[src/rtl/ofdm_symbol_sched.sv]
// rtl/ofdm_symbol_sched.sv - OFDM symbol scheduler: bit packing, IFFT trigger, CP+body readout.
module ofdm_symbol_sched #(
    parameter int NSC    = 8,
    parameter int BPS    = 4,
    parameter int CP_LEN = 2,
    parameter int SYMS   = 4,
    parameter int ADDR_W = $clog2(NSC)
) (
    input  logic              clk,
    input  logic              reset,
    input  logic              enable,
    input  logic              bit_valid,
    input  logic              bit_in,
    output logic              bit_ready,
    output logic              map_we,
    output logic [ADDR_W-1:0] map_addr,
    output logic [BPS-1:0]    map_data,
    output logic              ifft_start,
    input  logic              ifft_done,
    output logic              rd_en,
    output logic [ADDR_W-1:0] rd_addr,
    output logic              cp_flag,
    output logic              frame_start,
    output logic              frame_end,
    output logic              busy
);

    localparam int BIT_W = (BPS > 1) ? $clog2(BPS) : 1;
    localparam int SYM_W = (SYMS > 1) ? $clog2(SYMS) : 1;

    localparam logic [BIT_W-1:0]  BIT_LAST = BIT_W'(BPS - 1);
    localparam logic [ADDR_W-1:0] SC_LAST  = ADDR_W'(NSC - 1);
    localparam logic [ADDR_W-1:0] CP_LAST  = ADDR_W'(CP_LEN - 1);
    localparam logic [ADDR_W-1:0] CP_BASE  = ADDR_W'(NSC - CP_LEN);
    localparam logic [SYM_W-1:0]  SYM_LAST = SYM_W'(SYMS - 1);

    typedef enum logic [2:0] {
        IDLE  = 3'd0,
        FILL  = 3'd1,
        FLUSH = 3'd2,
        XFORM = 3'd3,
        CP    = 3'd4,
        BODY  = 3'd5
    } state_t;

    state_t             state, state_nx;
    logic [BIT_W-1:0]   bit_cnt;
    logic [ADDR_W-1:0]  sc_cnt;
    logic [ADDR_W-1:0]  rd_cnt;
    logic [SYM_W-1:0]   sym_cnt;
    logic [BPS-1:0]     word;
    logic [BPS-1:0]     word_nx;
    logic               take;
    logic               word_full;

    assign take      = (state == FILL) && bit_valid;
    assign word_full = take && (bit_cnt == BIT_LAST);

    always_comb begin
        word_nx          = word;
        word_nx[bit_cnt] = bit_in;
    end

    always_ff @(posedge clk or posedge reset) begin
        if (reset) begin
            state <= IDLE;
        end else begin
            state <= state_nx;
        end
    end

    // Next state plus outputs that are pure decodes of the state/counter registers.
    always_comb begin
        state_nx  = state;
        bit_ready = 1'b0;
        busy      = 1'b1;
        rd_en     = 1'b0;
        cp_flag   = 1'b0;
        rd_addr   = '0;
        frame_end = 1'b0;
        case (state)
            IDLE: begin
                busy = 1'b0;
                if (enable) state_nx = FILL;
            end
            FILL: begin
                bit_ready = 1'b1;
                if (word_full && (sc_cnt == SC_LAST)) state_nx = FLUSH;
            end
            FLUSH: state_nx = XFORM;
            XFORM: begin
                // The trigger cycle itself cannot complete the transform.
                if (ifft_done && !ifft_start) state_nx = CP;
            end
            CP: begin
                rd_en   = 1'b1;
                cp_flag = 1'b1;
                rd_addr = CP_BASE + rd_cnt;
                if (rd_cnt == CP_LAST) state_nx = BODY;
            end
            BODY: begin
                rd_en   = 1'b1;
                rd_addr = rd_cnt;
                if (rd_cnt == SC_LAST) begin
                    if (sym_cnt == SYM_LAST) begin
                        frame_end = 1'b1;
                        state_nx  = IDLE;
                    end else begin
                        state_nx  = FILL;
                    end
                end
            end
            default: state_nx = IDLE;
        endcase
    end

    always_ff @(posedge clk or posedge reset) begin
        if (reset) begin
            bit_cnt     <= '0;
            sc_cnt      <= '0;
            rd_cnt      <= '0;
            sym_cnt     <= '0;
            word        <= '0;
            map_we      <= 1'b0;
            map_addr    <= '0;
            map_data    <= '0;
            ifft_start  <= 1'b0;
            frame_start <= 1'b0;
        end else begin
            map_we      <= 1'b0;
            ifft_start  <= 1'b0;
            frame_start <= 1'b0;
            case (state)
                IDLE: begin
                    bit_cnt <= '0;
                    sc_cnt  <= '0;
                    rd_cnt  <= '0;
                    sym_cnt <= '0;
                    if (enable) frame_start <= 1'b1;
                end
                FILL: begin
                    if (take) begin
                        word <= word_nx;
                        if (bit_cnt == BIT_LAST) begin
                            bit_cnt  <= '0;
                            sc_cnt   <= sc_cnt + 1'b1;
                            map_we   <= 1'b1;
                            map_addr <= sc_cnt;
                            map_data <= word_nx;
                        end else begin
                            bit_cnt  <= bit_cnt + 1'b1;
                        end
                    end
                end
                FLUSH: ifft_start <= 1'b1;
                XFORM: rd_cnt <= '0;
                CP: rd_cnt <= (rd_cnt == CP_LAST) ? '0 : rd_cnt + 1'b1;
                BODY: begin
                    // NSC is a power of two, so the body index wraps back to 0 by itself.
                    rd_cnt <= rd_cnt + 1'b1;
                    if ((rd_cnt == SC_LAST) && (sym_cnt != SYM_LAST)) sym_cnt <= sym_cnt + 1'b1;
                end
                default: ;
            endcase
        end
    end

endmodule

[config.mk]
export PLATFORM = sky130hd
export DESIGN_NAME = ofdm_symbol_sched
export DESIGN_NICKNAME = d
export VERILOG_FILES = /design/src/rtl/ofdm_symbol_sched.sv
export SDC_FILE = /design/constraint.sdc
export NUM_CORES = 1
export LEC_CHECK = 0
export CAP_MARGIN = 20
export CORE_MARGIN = 2
export CORE_UTILIZATION = 35
export CTS_BUF_LIST = sky130_fd_sc_hd__clkbuf_2 sky130_fd_sc_hd__clkbuf_4 sky130_fd_sc_hd__clkbuf_8
export CTS_CLUSTER_DIAMETER = 100
export DETAILED_ROUTE_END_ITERATION = 8
export PLACE_DENSITY_LB_ADDON = 0.25
export SLEW_MARGIN = 20
export SYNTH_ARGS = -nofsm -noshare
export SYNTH_HDL_FRONTEND = slang
export SYNTH_SLANG_ARGS = --single-unit
[constraint.sdc]
create_clock -name clk -period 4.6 [get_ports clk]
set_clock_uncertainty 0.1 [all_clocks]
set_input_delay 0.92 -clock clk [delete_from_list [all_inputs] [get_ports clk]]
set_output_delay 0.92 -clock clk [all_outputs]
set_load 0.05 [all_outputs]
-- After elaboration in Yosys (flattened, before gate mapping)
Index checks and enable logic that the tools add are counted.
- bits in registers: 27
- output and inout bits: 18
- logic and storage cells: 90
- input bits: 6
- reduce and logical (&&, ||, !) cells: 19
- magnitude comparators: 2
- add/sub/neg operators: 5
- muxes and demuxes: 34
- equality and inequality tests: 19
- operator list (operator ; number):
    $mux 3 ; 8
    $pmux 3 s6 ; 1
    $mux 1 ; 15
    $ne 2x2->1 const B ; 7
    $eq 3x3->1 const B ; 4
    $pmux 3 s2 ; 2
    $pmux 3 s3 ; 1
    $pmux 2 s2 ; 2
    $add 3x1->3 const B ; 2
    $eq 3x1->1 const B ; 2
    $eq 3x2->1 const B ; 2
    $logic_and 1x1->1 ; 6
    $mux 2 ; 3
    $reduce_and 2->1 ; 3
    $reduce_and 3->1 ; 2
    $reduce_and 5->1 ; 1
    $add 2x1->2 const B ; 2
    $bwmux 4 ; 1
    $eq 2x2->1 const B ; 2
    $ne 2x1->1 const B ; 2
    $reduce_bool 2->1 ; 2
    $reduce_or 2->1 ; 2
    $add 3x3->3 const A ; 1
    $logic_not 3->1 ; 1
    other kinds (5) ; 5

-- Depth between registers and ports, before layout
Gate-level depths: netlist of the first run.
- depth after elaboration: 6
- gate-level depth with buffers: 6
- depth with buffers taken out: 6

-- Worst setup path after synthesis of the first run
Ideal clock, no wire load.
- path kind: register to output
- start point: register state[0]
- end point: output rd_addr[2]
- data arrival time: 1616 ps
- required time: 3580 ps
- buffers on the path: 1
- stages on the path, launching flop included: 4
- slack: 1964 ps
- cell sequence: dfrtp_1 -> buf_4 -> or3_1 -> a21oi_1
- longest elaborated chain between the ends: 2
- elaborated cells between the ends (all ways): 3
- those cells by class: 2 x eq/ne; 1 x mux
- ends and longest elaborated chain (what ; RTL line ; text):
    start, declared ; 46 ; state_t state, state_nx;
    start signal, assigned ; 68 ; state <= state_nx;
    $eq 3x3->1 ; 81 ; case (state)
    $pmux 3 s2 (*) ; 81 ;
    end, declared ; 21 ; output logic [ADDR_W-1:0] rd_addr,
Mark *: on every way between the ends. The rest lies on a longest branch, timed or not.

-- Final worst setup path of the first run
- start point: register state[1]
- end point: output rd_addr[0]
The elaborated chain is that of the path after synthesis.

==> reports/qor.csv, run 1 <==
metric,value,unit
Area growth syn-to-layout,24.0,%
met3 WL,115,um
Cell Pwr Density,632,nW/um2
# setup viols final,0,
register bit count reported by yosys,26,
Layout Nets,187,
Worst-Margin Slew,0.584,ns
core region area,3940,um2
worst-path fanout max,15,
outcome,completed,
Post-Syn Instances,149,
Crit path max-delay family,buffers and inverters,
Chip Width,67.5,um
Clock transition at path regs,0.09,ns
Die Span Y,67.5,um
"Min Clock Period, post-route",3.28,ns
crit end category,primary output,
drc violations,0,
Max stage delay on crit path,0.79,ns
vias in the first global route,1112,
DR WL/cell,12.9,um
wire length on met2,1.46,mm
Post-synth top cells,"nand2_1 (30), dfrtp_1 (26), o21ai_0 (12)",
Ports,24,
WP buf/inv,2,
hpwl dp,2.11,mm
Antenna Violating Nets Remaining,0,
TritonCTS Buffers,3,
vias after detailed routing,1082,
hold-fix buffers at CTS,0,
Max Fclk,305,MHz
relative slew slack,60.8,%
"Setup Fix Bufs, Post-CTS",0,
global-route wire length before repair,4.98,mm
# diodes,0,
Die ar.,4560,um2
row count,23,
CP max stage cell,clkdlybuf4s50_1,
Mapped Area,1410,um2
post-synth top area cell,dfrtp_1,
Max Root-Sink Buffers,2,
GRT Util Overall,14.3,%
Final Cycle Share,71.2,%
1st-pass router iterations,4,
initial core utilization,35.8,%
post-synth cell types,33,
Top Layer Used,met4,
crit start category,register,
setup TNS,0,ns
Total Routed Length,2.84,mm
critical path start-end classification,reg2out,
maximum vdd drop,282,uV
layout cells sized above 1,4.71,%
synth top area cells,"dfrtp_1 (46%), ha_1 (8.9%), nand2_1 (8.0%)",
"Clk Latency, worst-skew pair",0.27,ns
post-synthesis sequential area ratio,46.1,%
RSZ-0062 raised after global routing,no,
maxcap violations,0,
initial antenna violation count,0,
yosys warns,0,
largest net degree at the start of global routing,27,
CP Data Required Time,3.58,ns
CTS sink cnt,26,
Overflow after GRT,0,
Synth top area share,46.1,%
HP Class,reg2reg,
CTS tree,done,
net count after synthesis,165,
final hold vios,0,
top-count cell post-synth,nand2_1,
RD Place Congestion,0.851,
"Avg Cell Area, Syn",9.48,um2
ys async rst share,100,%
"Cell Chain, Critical Path",nand2b_1 -> inv_1 -> and2_1 -> clkdlybuf4s50_1,
PortBufs,23,
Initial DRC Count,94,
Max H-tree Level,1,
CTS Root Cell,clkbuf_8,
Worst Path Arrival,2.26,ns
DR vias/cell,4.92,
post-CTS resize count,0,
leakage power,0.000814,uW
Post-synth EDFFs,0,
final slew viol count,0,
WL met1,1.22,mm
Tot Pwr,1110,uW
ys flop type,dfrtp_1,
[kinds of logic after synthesis]
logic type | Yosys count | synth area share [%]
adder cells (fa/ha/maj) | 10 | 8.86
multiplexers | 7 | 5.23
buffers and inverters | 17 | 5.49
AO/OA/AOI/OAI | 25 | 11.6
flip-flops | 26 | 46.1
AND/OR/NAND/NOR | 62 | 21.5
XOR/XNOR | 2 | 1.24
[cell usage in the layout (no fill, tap or decap), types with 2 or more instances in the layout]
master | synthesis | layout
a22o_1 | 2 | 2
or3_1 | 2 | 2
nand2_1 | 30 | 30
nand3_1 | 7 | 7
a32o_1 | 3 | 3
inv_1 | 10 | 9
a21oi_1 | 3 | 3
nor2_1 | 7 | 7
ha_1 | 10 | 10
dfrtp_1 | 26 | 26
mux2_1 | 3 | 3
and2_1 | 2 | 2
o21ai_0 | 12 | 12
clkdlybuf4s50_1 | 0 | 23
nand2b_1 | 3 | 3
clkbuf_8 | 0 | 3
mux2i_1 | 4 | 4
nor2b_1 | 4 | 4
nor3_1 | 2 | 2
[stage by stage]
step | hold slack, ns | area [um2] | setup slack, ns | utilization [%] | instances
after global routing | 0.420 | 1750 | 1.15 | 44.4 | 220
final | 0.383 | 1750 | 1.32 | 44.4 | 220
after detailed placement | 0.366 | 1670 | 1.61 | 42.2 | 215
after CTS | 0.394 | 1740 | 1.31 | 44.0 | 219
after global placement | 0.363 | 1670 | 1.65 | 42.2 | 215
after floorplan | 0.364 | 1410 | 1.96 | - | 149
[path summary, 6_finish.rpt]
kind	startpoint	endpoint	slack, ns	cells past startpoint
max in group asynchronous	reset	rd_cnt[0]	3.14	3
worst min-delay path	map_addr[1]	map_addr[1]	0.38	2
min in group asynchronous	reset	sym_cnt[0]	0.83	2
worst max register to register	state[0]	sc_cnt[2]	2.62	5
worst min register to register	map_addr[1]	map_addr[1]	0.38	2
worst max-delay path	state[1]	rd_addr[0]	1.32	4
[layout make-up]
cell class              count  area, um2
clock buffers               3       41.3
flip-flops and latches     26        651
inverters                  10       37.5
multi-input cells         106        684
fillers                   385       2190
well taps                  50       62.6
repair buffers             24        245
clock inverters             1       30.0
[routing by layer]
layer | vias to the layer above | GRT usage, %
met5 | - | 0
met4 | 0 | 5.61
met3 | 5 | 2.67
met2 | 26 | 23.9
met1 | 507 | 18.2
li1 | 544 | -
[where the power goes]
part	switching [uW]	leakage [uW]	internal, uW
combinational	334	0.000429	206
clock	69.9	0.0000357	116
sequential	88.5	0.000349	292
[registers in the layout, indices dropped and copies added, names as in the netlist]
signal,count
frame_start,1
map_we,1
state,3
sc_cnt,3
bit_cnt,2
word,3
ifft_start,1
map_data,4
rd_cnt,3
map_addr,3
sym_cnt,2
[worst min-delay path, cell delays in order (launching register included)]
cell and delay [ns]:
dfrtp_1 0.35, nand2_1 0.05, nand2_1 0.05
(Power assumes the default switching activity.)
==> run 2, diff against run 1 <==
==> constraint.sdc (replaced) <==
create_clock -name clk -period 3.3 [get_ports clk]
set_clock_uncertainty 0.1 [all_clocks]
set_input_delay 0.66 -clock clk [delete_from_list [all_inputs] [get_ports clk]]
set_output_delay 0.66 -clock clk [all_outputs]
set_load 0.05 [all_outputs]
==> run 2 against run 1 <==
Against the previous run: sequential power up 39%; power increased by 40%; final cell count unchanged; setup slack got worse by 1.1 ns; die area did not move; clock power is 40% higher; critical path type unchanged; largest cell class unchanged; highest routed layer unchanged.
==> reports/qor.csv, run 2 (synthesized netlist as in run 1, its figures left out) <==
metric,value,unit,change
Total Routed Length,2.81,mm,was 2.84 mm
"Setup Fix Bufs, Post-CTS",0,,unchanged
most flop-heavy register,map_data,,unchanged
final hold vios,0,,unchanged
RSZ-0062 raised after global routing,no,,unchanged
max FFs per register,4,,unchanged
vias in the first global route,1100,,was 1112
final slew viol count,0,,unchanged
CTS Root Cell,clkbuf_8,,unchanged
row count,23,,unchanged
Antenna Violating Nets Remaining,0,,unchanged
Max Root-Sink Buffers,2,,unchanged
hold-fix buffers at CTS,0,,unchanged
drc violations,0,,unchanged
Worst Path Arrival,2.28,ns,was 2.26 ns
worst-path fanout max,15,,unchanged
"Min Clock Period, post-route",3.04,ns,
HP Class,reg2reg,,unchanged
vias after detailed routing,1110,,was 1082
1st-pass router iterations,4,,unchanged
Die ar.,4560,um2,unchanged
relative slew slack,66.1,%,was 60.8%
Max H-tree Level,1,,unchanged
GRT Util Overall,14.0,%,was 14.3%
crit start category,register,,unchanged
Final Cycle Share,92.1,%,
"commonest non-fill, non-tap cell in the layout",nand2_1,,unchanged
# setup viols final,0,,unchanged
TritonCTS Buffers,3,,unchanged
maximum vdd drop,364,uV,was 282 uV
DR vias/cell,5.05,,was 4.92
most frequent cells in the layout,"nand2_1 (30), dfrtp_1 (26), clkdlybuf4s50_1 (23)",,unchanged
RD Place Congestion,0.853,,was 0.851
Clock transition at path regs,0.09,ns,about the same
CTS sink cnt,26,,unchanged
"Clk Latency, worst-skew pair",0.27,ns,about the same
Worst Hold Slack,0.379,ns,was 0.383 ns
setup TNS,0,ns,unchanged
CP Data Required Time,2.54,ns,was 3.58 ns
Chip Width,67.5,um,unchanged
Ports,24,,unchanged
crit end category,primary output,,unchanged
Die Span Y,67.5,um,unchanged
Area growth syn-to-layout,23.5,%,was 24.0%
layout cells sized above 1,4.71,%,unchanged
cell area after layout,1740,um2,was 1750 um2
CTS tree,done,,unchanged
placed cell area,1670,um2,about the same
largest net degree at the start of global routing,27,,unchanged
Layout Nets,187,,unchanged
Initial DRC Count,50,,was 94
critical path start-end classification,reg2out,,unchanged
Overflow after GRT,0,,unchanged
maxcap violations,0,,unchanged
core region area,3940,um2,unchanged
Final Core Density,44.2,%,was 44.4%
hpwl dp,2.09,mm,was 2.11 mm
global-route wire length before repair,4.89,mm,was 4.98 mm
# diodes,0,,unchanged
PortBufs,23,,unchanged
Worst-Margin Slew,0.508,ns,was 0.584 ns
post-CTS resize count,0,,unchanged
Max Fclk,329,MHz,
Cell Pwr Density,886,nW/um2,was 632 nW/um2
leakage power,0.000815,uW,was 0.000814 uW
initial core utilization,35.8,%,unchanged
DR WL/cell,12.8,um,was 12.9 um
initial antenna violation count,0,,unchanged
outcome,completed,,unchanged
-- run 2: changes by cell type in the layout (fill, tap and decap cells not counted) --
cell / change
inv_1: +1
buf_4: +1
buf_8: -1
clkinv_1: -1
-- run 2: final cells by class --
cell class                 instances  area (um2)
timing repair buffer              24         238
sequential                        26         651
multi-input combinational        106         684
fill                             383        2200
inverter                          10        37.5
clock inverter                     1        30.0
tap                               50        62.6
clock buffer                       3        41.3
-- run 2: through the flow --
| stage | setup WS, ns | total power (uW) | std cells |
|---|---|---|---|
| floorplan | 0.924 | 1090 | 149 |
| global placement | 0.609 | 1280 | 216 |
| detailed placement | 0.569 | 1290 | 216 |
| CTS | 0.265 | 1560 | 220 |
| global route | 0.112 | 1650 | 220 |
| finish | 0.261 | 1550 | 220 |
-- run 2: where the power goes --
| part | leakage, uW | switching (uW) | internal [uW] |
|---|---|---|---|
| clock network | 0.0000357 | 97.7 | 162 |
| registers | 0.000349 | 123 | 407 |
| logic | 0.000431 | 470 | 286 |
-- run 2: worst max-delay path, stage by stage (launching register included) --
cell and delay (ns):
dfrtp_1 0.55, nand2b_1 0.35, inv_1 0.18, and2_1 0.14, clkdlybuf4s50_1 0.79
-- run 2: layer usage --
metal,track usage [%],vias up,part of all wire [%]
met5,0,-,0
met2,25.0,36,51
met4,3.06,0,0.89
met3,2.33,4,5.1
li1,-,546,-
met1,17.7,524,43
-- run 2: final timing paths --
check | start | endpoint | slack, ns | cells past startpoint
max in group asynchronous | reset | word[0] | 2.21 | 3
min in group asynchronous | reset | frame_start | 0.64 | 3
hold / removal | map_addr[2] | map_addr[2] | 0.38 | 2
setup reg to reg | state[0] | sc_cnt[2] | 1.25 | 5
setup / recovery | state[1] | rd_addr[0] | 0.26 | 4
hold reg to reg | map_addr[2] | map_addr[2] | 0.38 | 2
==> run 3, diff against run 2 <==
--- a/config.mk
+++ b/config.mk
@@ -6,8 +6,8 @@
 export NUM_CORES = 1
 export LEC_CHECK = 0
 export CAP_MARGIN = 20
-export CORE_MARGIN = 2
-export CORE_UTILIZATION = 35
+export CORE_MARGIN = 4
+export CORE_UTILIZATION = 54
 export CTS_BUF_LIST = sky130_fd_sc_hd__clkbuf_2 sky130_fd_sc_hd__clkbuf_4 sky130_fd_sc_hd__clkbuf_8
 export CTS_CLUSTER_DIAMETER = 100
 export DETAILED_ROUTE_END_ITERATION = 8
==> run 3 against run 2 <==
Against the previous run: clock power down 17%; clock-buffer cell count unchanged; power fell by 3.4%; register-to-register slack gained 0.05 ns; non-clock buffer count fell by 1; setup slack worse by 0.027 ns; die area fell by 23%; core utilization is 24 points higher; routed wire length decreased by 3.7%; flip-flop and latch count unchanged; critical path depth is 2 lower; maximum frequency down 0.87%.
==> reports/qor.csv, run 3 (synthesized netlist as in run 1, its figures left out) <==
metric,value,unit,change
outcome,completed,,unchanged
Die Span Y,59.1,um,was 67.5 um
Max stage delay on crit path,0.88,ns,was 0.79 ns
CP max stage cell,clkdlybuf4s50_1,,unchanged
vias in the first global route,1060,,was 1100
post-CTS resize count,0,,unchanged
largest net degree at the start of global routing,27,,unchanged
initial antenna violation count,0,,unchanged
CTS Root Cell,clkbuf_4,,was clkbuf_8
RSZ-0062 raised after global routing,no,,unchanged
Final WS setup,0.234,ns,was 0.261 ns
Overflow after GRT,0,,unchanged
DR vias/cell,5.46,,was 5.05
Clock transition at path regs,0.13,ns,was 0.09 ns
maximum vdd drop,713,uV,was 364 uV
"Setup Fix Bufs, Post-CTS",0,,unchanged
cell area after layout,1690,um2,was 1740 um2
hold-fix buffers at CTS,0,,unchanged
maxcap violations,0,,unchanged
crit end category,primary output,,unchanged
placed cell area,1640,um2,was 1670 um2
Crit path max-delay family,buffers and inverters,,unchanged
CP Data Required Time,2.54,ns,about the same
leakage power,0.000802,uW,was 0.000815 uW
Ports,24,,unchanged
Final Cycle Share,92.9,%,was 92.1%
most flop-heavy register,map_data,,unchanged
Die ar.,3500,um2,was 4560 um2
Cell Pwr Density,882,nW/um2,was 886 nW/um2
Antenna Violating Nets Remaining,0,,unchanged
Worst R2R Setup Slack,1.30,ns,was 1.25 ns
# setup viols final,0,,unchanged
DP Cell Count,195,,was 216
# diodes,0,,unchanged
"Clk Latency, worst-skew pair",0.32,ns,was 0.27 ns
Setup Slack @ Placement,0.593,ns,was 0.569 ns
"Min Clock Period, post-route",3.07,ns,was 3.04 ns
most frequent cells in the layout,"nand2_1 (30), dfrtp_1 (26), clkdlybuf4s50_1 (23)",,unchanged
depth of the most critical reg-to-reg path,5,,unchanged
Initial DRC Count,21,,was 50
Max H-tree Level,1,,unchanged
Area growth syn-to-layout,19.8,%,was 23.5%
HP Class,reg2reg,,unchanged
Chip Width,59.1,um,was 67.5 um
DR WL/cell,13.6,um,was 12.8 um
HP Start,word[2],,was map_addr[2]
PortBufs,23,,unchanged
Layout Cells excl Fill,199,,was 220
Layout Nets,186,,was 187
CTS sink cnt,26,,unchanged
WP buf/inv,1,,was 2
Worst-Margin Slew,0.939,ns,was 0.508 ns
setup TNS,0,ns,unchanged
row count,18,,was 23
initial core utilization,57.0,%,was 35.8%
relative slew slack,37.3,%,was 66.1%
r2r endpoint,sc_cnt[2],,unchanged
worst-path fanout max,18,,was 15
final hold vios,0,,unchanged
layout cells sized above 1,4.14,%,was 4.71%
final slew viol count,0,,unchanged
core region area,2480,um2,was 3940 um2
WHS Path Cells,1,,was 2
WHS Endpoint,word[2],,was map_addr[2]
"commonest non-fill, non-tap cell in the layout",nand2_1,,unchanged
vias after detailed routing,1087,,was 1110
GRT Util Overall,17.7,%,was 14.0%
crit start category,register,,unchanged
global-route wire length before repair,4.64,mm,was 4.89 mm
1st-pass router iterations,4,,unchanged
Max Fclk,326,MHz,was 329 MHz
Tot Pwr,1490,uW,was 1550 uW
R2R Path Start,state[0],,unchanged
hpwl dp,2.05,mm,was 2.09 mm
Max Root-Sink Buffers,2,,unchanged
drc violations,0,,unchanged
Worst Path Arrival,2.31,ns,was 2.28 ns
Total Routed Length,2.70,mm,was 2.81 mm
RD Place Congestion,0.863,,was 0.853
TritonCTS Buffers,3,,unchanged
critical path start-end classification,reg2out,,unchanged
max FFs per register,4,,unchanged
CTS tree,done,,unchanged
"Cell Chain, Critical Path",nor3b_4 -> clkdlybuf4s50_1,,was nand2b_1 -> inv_1 -> and2_1 -> clkdlybuf4s50_1
run 3: cell types whose count changed in the layout (fill, tap and decap cells not counted), sizes merged:
cell  change
buf       -1
run 3: final cells by class:
cell class,count,area [um2]
multi-input combinational,106,684
clock inverter,1,30.0
inverter,10,37.5
sequential,26,651
timing repair buffer,23,230
tap,30,37.5
fill,202,785
clock buffer,3,22.5
run 3: worst max path at each step:
stage                  start    endpoint  cells after the start
global placement    state[1]  rd_addr[0]                      4
CTS                 state[0]   bit_ready                      2
detailed placement  state[0]   bit_ready                      2
floorplan           state[0]  rd_addr[2]                      3
finish              state[0]   bit_ready                      2
global route        state[1]  rd_addr[0]                      4
run 3: power breakdown:
part	total [uW]	internal (uW)	leakage, uW	switching (uW)
sequential	526	407	0.000349	120
combinational	752	286	0.000426	466
clock	215	123	0.0000279	92.2
run 3: per-stage QoR:
step	utilization (%)	hold WS, ns
3_5_place_dp	66.2	0.372
3_3_place_gp	66.2	0.358
6_report	68.3	0.405
5_1_grt	68.3	0.439
2_1_floorplan	-	0.364
4_1_cts	68.3	0.405
run 3: worst reg2reg max path, cell delays in order, from the launching register on:
cell and delay [ns]:
dfrtp_1 0.68, nor3b_4 0.43, nand3_2 0.31, inv_1 0.27, nand3_1 0.10, nand2_1 0.07
run 3: per-layer routing:
metal  GRT usage [%]  vias to the layer above  share of wire [%]
li1                -                      544                  -
met1            20.3                      513                 43
met2            31.5                       24                 51
met3            2.18                        6                3.6
met4            9.71                        0                2.3
met5               0                        -                  0
